[config.mk]
export PLATFORM = sky130hd
export DESIGN_NAME = mem_port_arbiter
export DESIGN_NICKNAME = d
export VERILOG_FILES = /design/src/rtl/mem_port_arbiter.sv
export SDC_FILE = /design/constraint.sdc
export NUM_CORES = 1
export LEC_CHECK = 0
export CAP_MARGIN = 10
export CORE_MARGIN = 4
export CORE_UTILIZATION = 35
export DETAILED_ROUTE_END_ITERATION = 8
export PLACE_DENSITY = 0.84
export SETUP_SLACK_MARGIN = 0.05
export SLEW_MARGIN = 10
export SYNTH_ARGS = -nofsm -noshare
export SYNTH_HDL_FRONTEND = slang
export SYNTH_SLANG_ARGS = --single-unit
[constraint.sdc]
create_clock -name clk -period 3.55 [get_ports clk]
set_clock_uncertainty 0.1 [all_clocks]
set_input_delay 0.355 -clock clk [delete_from_list [all_inputs] [get_ports clk]]
set_output_delay 0.355 -clock clk [all_outputs]
set_load 0.05 [all_outputs]
[src/rtl/mem_port_arbiter.sv]
// mem_port_arbiter: round-robin arbiter sharing one single-port memory between
// the 6502 core (A) and the loader/debug port (B), with bounded locked bursts.
module mem_port_arbiter #(
  parameter int ADDR_WIDTH = 16,
  parameter int DATA_WIDTH = 8,
  parameter int LOCK_MAX   = 16
) (
  input  logic                  clk,
  input  logic                  reset,
  input  logic                  a_req,
  input  logic                  a_lock,
  input  logic                  a_we,
  input  logic [ADDR_WIDTH-1:0] a_addr,
  input  logic [DATA_WIDTH-1:0] a_wdata,
  input  logic                  b_req,
  input  logic                  b_lock,
  input  logic                  b_we,
  input  logic [ADDR_WIDTH-1:0] b_addr,
  input  logic [DATA_WIDTH-1:0] b_wdata,
  output logic                  a_gnt,
  output logic                  b_gnt,
  output logic                  a_rvalid,
  output logic                  b_rvalid,
  output logic [DATA_WIDTH-1:0] rdata,
  output logic                  mem_en,
  output logic                  mem_we,
  output logic [ADDR_WIDTH-1:0] mem_addr,
  output logic [DATA_WIDTH-1:0] mem_wdata,
  input  logic [DATA_WIDTH-1:0] mem_rdata
);
  typedef enum logic {OPEN, LOCKED} state_t;
  localparam logic [7:0] LOCK_MAX_C = 8'(LOCK_MAX);
  state_t     state_q, state_d;
  logic       owner_q, owner_d, last_q, last_d;
  logic       a_rvalid_q, a_rvalid_d, b_rvalid_q, b_rvalid_d;
  logic [7:0] lock_cnt_q, lock_cnt_d;
  logic       own_req, own_lock, oth_req, arb;
  // owner/last encode B as 1; arb means plain round-robin applies this cycle
  always_comb begin
    own_req  = owner_q ? b_req : a_req;
    own_lock = owner_q ? b_lock : a_lock;
    oth_req  = owner_q ? a_req : b_req;
    arb      = (state_q == OPEN) || (oth_req && lock_cnt_q >= LOCK_MAX_C);
    a_gnt    = arb ? a_req & (~b_req | last_q) : ~owner_q & a_req;
    b_gnt    = arb ? b_req & (~a_req | ~last_q) : owner_q & b_req;
    state_d    = state_q;
    owner_d    = owner_q;
    last_d     = last_q;
    lock_cnt_d = lock_cnt_q;
    if (arb) begin
      state_d = OPEN;
      if (a_gnt | b_gnt) begin
        last_d = b_gnt;
        if (b_gnt ? b_lock : a_lock) begin
          state_d    = LOCKED;
          owner_d    = b_gnt;
          lock_cnt_d = 8'd1;
        end
      end
    end else if (own_req) begin
      if (own_lock) lock_cnt_d = (lock_cnt_q == 8'hFF) ? lock_cnt_q : lock_cnt_q + 8'd1;
      else state_d = OPEN;
    end
    a_rvalid_d = a_gnt & ~a_we;
    b_rvalid_d = b_gnt & ~b_we;
    mem_en     = a_gnt | b_gnt;
    mem_we     = b_gnt ? b_we : a_gnt & a_we;
    mem_addr   = b_gnt ? b_addr : a_addr;
    mem_wdata  = b_gnt ? b_wdata : a_wdata;
  end
  always_ff @(posedge clk or posedge reset) begin
    if (reset) begin
      state_q    <= OPEN;
      owner_q    <= 1'b0;
      last_q     <= 1'b1;
      lock_cnt_q <= 8'd0;
      a_rvalid_q <= 1'b0;
      b_rvalid_q <= 1'b0;
    end else begin
      state_q    <= state_d;
      owner_q    <= owner_d;
      last_q     <= last_d;
      lock_cnt_q <= lock_cnt_d;
      a_rvalid_q <= a_rvalid_d;
      b_rvalid_q <= b_rvalid_d;
    end
  end
  assign a_rvalid = a_rvalid_q;
  assign b_rvalid = b_rvalid_q;
  assign rdata    = mem_rdata;
endmodule

Word-level counts from Yosys, hierarchy flattened
Cells that the tools add are included.
{"block": "op_classes", "order_cmp": 1, "n_eq_ne": 5, "n_addsub": 1, "muxes": 20, "reduce_logical": 8, "bitwise_logic": 17}
{"operator": "$mux W8", "count": 7}
{"operator": "$mux W16", "count": 1}
{"operator": "$mux W1", "count": 12}
{"operator": "$add A8 B1 Y8 const B", "count": 1}
{"operator": "$eq A8 B8 Y1 const B", "count": 1}
{"operator": "$ge A8 B5 Y1 const B", "count": 1}
{"operator": "$and A1 B1 Y1", "count": 7}
{"operator": "$not A1 Y1", "count": 7}
{"operator": "$reduce_and A5 Y1", "count": 1}
{"operator": "$ne A2 B1 Y1 const B", "count": 2}
{"operator": "$ne A2 B2 Y1 const B", "count": 2}
{"operator": "$reduce_and A2 Y1", "count": 2}
{"operator": "$reduce_bool A2 Y1", "count": 2}
{"operator": "$or A1 B1 Y1", "count": 3}
{"operator": "$reduce_and A3 Y1", "count": 1}
{"operator": "$logic_and A1 B1 Y1", "count": 1}
{"operator": "$logic_or A1 B1 Y1", "count": 1}
{"block": "totals", "elab_cells": 58, "in_bits": 64, "out_inout_bits": 38, "reg_bits": 13}

Logic depth before layout (Yosys ltp)
{"block": "depth", "ltp_word": 8, "mapped_depth": 7, "ltp_nobuf": 6}

Least setup slack after synthesis
OpenSTA, ideal clock, no wires.
{"block": "synth_path", "kind": "flip-flop to output port", "start": "register lock_cnt_q[4]", "end": "output port mem_we", "stages_incl_launch_ff": 6, "required_ns": 3.095, "path_buffers": 1, "arrival_time_ns": 2.209, "slack_ns": 0.886, "path_cell_list": "dfrtp_1 nor4_4 a21oi_1 nor2_2 buf_2 a22o_1"}
{"block": "synth_via", "elab_cells_between_ends": 7, "cone_classes": "order compare: 1; mux: 3; bitwise: 1; reduce/logical: 2"}
{"element": "start, declared", "line": "36", "rtl": "logic [7:0] lock_cnt_q, lock_cnt_d;"}
{"element": "start signal, assigned", "line": "83", "rtl": "lock_cnt_q <= lock_cnt_d;"}
{"element": "$ge A8 B5 Y1", "line": "43", "rtl": "arb = (state_q == OPEN) || (oth_req && lock_cnt_q >= LOCK_MAX_C);"}
{"element": "$logic_and A1 B1 Y1", "line": "43"}
{"element": "$logic_or A1 B1 Y1", "line": "43"}
{"element": "$mux W1", "line": "45", "rtl": "b_gnt = arb ? b_req & (~a_req | ~last_q) : owner_q & b_req;"}
{"element": "net b_gnt", "line": "21", "rtl": "output logic b_gnt,"}
{"element": "$mux W1", "line": "67", "rtl": "mem_we = b_gnt ? b_we : a_gnt & a_we;"}
{"element": "end, declared", "line": "26", "rtl": "output logic mem_we,"}
The timed path passes the listed nets, and every way through them passes these cells.

Worst setup path after layout
{"block": "layout_path", "start": "register lock_cnt_q[4]", "end": "output port a_gnt"}
{"block": "layout_via", "elab_chain_cells": 4}
{"element": "$ge A8 B5 Y1", "line": "43"}
{"element": "$logic_and A1 B1 Y1", "line": "43"}
{"element": "$logic_or A1 B1 Y1", "line": "43"}
{"element": "$mux W1", "line": "44", "rtl": "a_gnt = arb ? a_req & (~b_req | last_q) : ~owner_q & a_req;"}
{"element": "end, declared", "line": "20", "rtl": "output logic a_gnt,"}
No other way between the ends.

==> flow_summary_export.csv <==
group,metric,value,unit
outcome,status,"finished, final reports clean",
logic_synthesis,synthesis.nets,207,
layout,fin_area,0.00206,sq mm
layout,layout.cells.non_filler,263,
critical_path,rr_startpoint,"lock_cnt_q[4]",
logic_synthesis,synth_common_cells,"mux2_2 (24), o21ai_0 (15), dfrtp_1 (12)",
hold_path,hold_class,"in2async",
placed_design,dp_slack,0.553,ns
clock_network,clock_path_buffers,2,
grt,overflow,0,
timing,tns,0,ns
logic_synthesis,synth-async-reset-ratio,100,%
grt,first_global_vias,1190,
clock_network,clockRootBuffer,"clkbuf_4",
layout,area_growth,65.5,%
floorplanning,start_util,36.8,%
logic_synthesis,ys_top_cells_by_area,"dfrtp_1 (24%), mux2_2 (22%), o21ai_0 (6.0%)",
power,netSwitchingPower,0.778,mW
detailed_routing,ant_nets,0,
logic_synthesis,synth-seq-cells,13,
detailed_routing,initialDrtViolationCount,63,
critical_path,reg2reg_to,"lock_cnt_q[5]",
logic_synthesis,synth_edf_count,0,
timing,fmax,329,MHz
timing,finalSetupViolations,0,
power,peakVddDrop,0.413,mV
floorplanning,rows,21,
clock_network,ctsResizeCount,0,
clock_network,cts_htree_levels,1,
timing,min_period_over_period,85.6,%
critical_path,criticalPathCategory,"reg2out",
layout,drive_gt1_share,29.0,%
placed_design,place_congestion,0.798,
logic_synthesis,synth_cell_types,39,
power,pwr-share-clk,6.4,%
power,comb_power_share,73.9,%
critical_path,timing.critical_path.to,"a_gnt",
logic_synthesis,syn_avg_cell_area,8.85,sq um
power,seqPwrFrac,19.7,%
floorplanning,fp.dieH,67.7,um
critical_path,critPathMaxFanout,12,
job,cap_violations,0,
logic_synthesis,ys.flop_type,"dfrtp_1",
clock_network,cts_tree,"yes",
placed_design,io_buffers,85,
timing,slew_headroom,52.2,%
critical_path,cp_data_arrival_time,2.58,ns
logic_synthesis,synth_most_common_cell,"mux2_2",
power,p_sw_share,53.6,%
placed_design,placed_area,0.00204,sq mm
placed_design,hpwl,3220,um
grt,antenna_found_initial,0,
critical_path,cp-startpoint,"lock_cnt_q[4]",
power,power_density,703,mW/mm^2
clock_network,cts.sinks,13,
power,p_int,0.674,mW
detailed_routing,via_count,1333,
critical_path,worstSetupStartpointType,"register",
logic_synthesis,ys_seq_area_share,26.2,%
detailed_routing,drt-vias-per-instance,5.07,
power,power.leakage,0.841,nW
critical_path,end_kind,"primary output",
critical_path,rr_worst_depth,5,
timing,fin_ws,0.513,ns
floorplanning,coreArea,0.00339,sq mm
logic_synthesis,synth_top_area_share,24.1,%
grt,grt_pass1_wl,5670,um
floorplanning,io_pins,102,
layout,antenna_cells,0,
detailed_routing,drc,0,
logic_synthesis,synth_cells,141,
timing,rsz0062_at_grt,"no",
clock_network,cts_buffers,3,
critical_path,required,3.09,ns
logic_synthesis,synth_area,0.00125,sq mm
critical_path,regToRegSetupSlack,1.16,ns
timing,worst_pin_slew,0.712,ns
detailed_routing,drt_pass1_iterations,4,
timing,maxSlewViolCount,0,
floorplanning,die_w,67.7,um
logic_synthesis,yosys.area.top_type,"dfrtp_1",
detailed_routing,routed_wirelength,3960,um
floorplanning,die-area,0.00458,sq mm
clock_network,cts_hold_buf,0,
placed_design,place_inst,259,
clock_network,cts_post_setup_buffers_inserted,0,
timing,final-hold-violation-count,0,
logic_synthesis,ys_warn_count,0,
clock_network,clock_latency,0.28,ns
clock_network,clk_pin_slew,0.08,ns
detailed_routing,wl_per_cell,15.1,um
grt,grt_util_all_layers,16.4,%
layout,fin_nets,284,
timing,fin_crit,3.04,ns
grt,grt_max_degree,28,
## registers in the layout, summed over array words and instances (netlist names)
name        flops
b_rvalid        1
lock_cnt_q      8
a_rvalid        1
state_q         1
owner_q         1
last_q          1
## layout make-up
| class | count | area, sq um |
|---|---|---|
| sequential | 13 | 327 |
| tap | 46 | 57.6 |
| clock buffer | 4 | 26.3 |
| multi-input combinational | 105 | 798 |
| inverter | 8 | 30.0 |
| fill | 304 | 1330 |
| timing repair buffer | 87 | 826 |
## cell usage in the layout, fill, tap and decap left out, types with 3 or more instances in the layout
cell type,netlist,routed
a21oi_1,3,3
buf_4,8,26
clkdlybuf4s50_1,0,59
dfrtp_1,12,12
nand2_1,8,8
nand3_1,5,5
mux2_2,24,24
o21ai_0,15,15
a31oi_1,3,3
or3_1,3,3
clkbuf_4,0,3
nor3_1,5,5
nor2_1,7,7
o21a_1,3,3
inv_1,8,8
nand4_1,3,3
## cell families after synthesis
group,Yosys count,share of synthesized area [%]
compound gates,36,19.8
fa+ha+maj,2,2.01
buf+inv,23,9.83
flops,13,26.2
mux,26,23.3
simple gates,41,19.0
## power by group through the flow
stage	Clock [mW]	Combinational (mW)	Sequential, mW
detailed placement	0	1.07	0.287
global route	0.106	1.15	0.297
CTS	0.0944	1.08	0.284
floorplan	0	0.807	0.267
global placement	0	1.06	0.284
finish	0.0928	1.07	0.286
## critical path, stage by stage (launching register included)
cell and delay [ns]:
dfrtp_1 0.49, nor4_4 0.45, o21ai_2 0.22, nand3b_1 0.13, o211a_1 0.19, clkdlybuf4s50_1 0.82
## worst min path at each step
stage | slack [ns] | cells after the start | end
after floorplan | 0.13 | 1 | a_rvalid
after global placement | 0.36 | 2 | last_q
after detailed placement | 0.36 | 2 | last_q
after CTS | 0.31 | 2 | lock_cnt_q[5]
after global routing | 0.34 | 2 | lock_cnt_q[5]
final | 0.29 | 2 | lock_cnt_q[5]
## stage by stage
| step | hold slack [ns] | utilization, % | total power [mW] |
|---|---|---|---|
| 2_1_floorplan | 0.131 | - | 1.07 |
| 3_3_place_gp | 0.359 | 60.1 | 1.35 |
| 3_5_place_dp | 0.361 | 60.1 | 1.36 |
| 4_1_cts | 0.311 | 60.9 | 1.46 |
| 5_1_grt | 0.338 | 60.9 | 1.55 |
| 6_report | 0.294 | 60.9 | 1.45 |
## metal layers
layer	wire length, um	vias to the layer above	track usage (%)	share of wire [%]
li1	-	668	-	-
met1	1570	626	21.1	40
met2	2090	35	26.5	53
met3	266	4	4.33	6.7
met4	31	0	5.06	0.78
met5	0	-	0	0
Power figures use the tool's default switching activity.
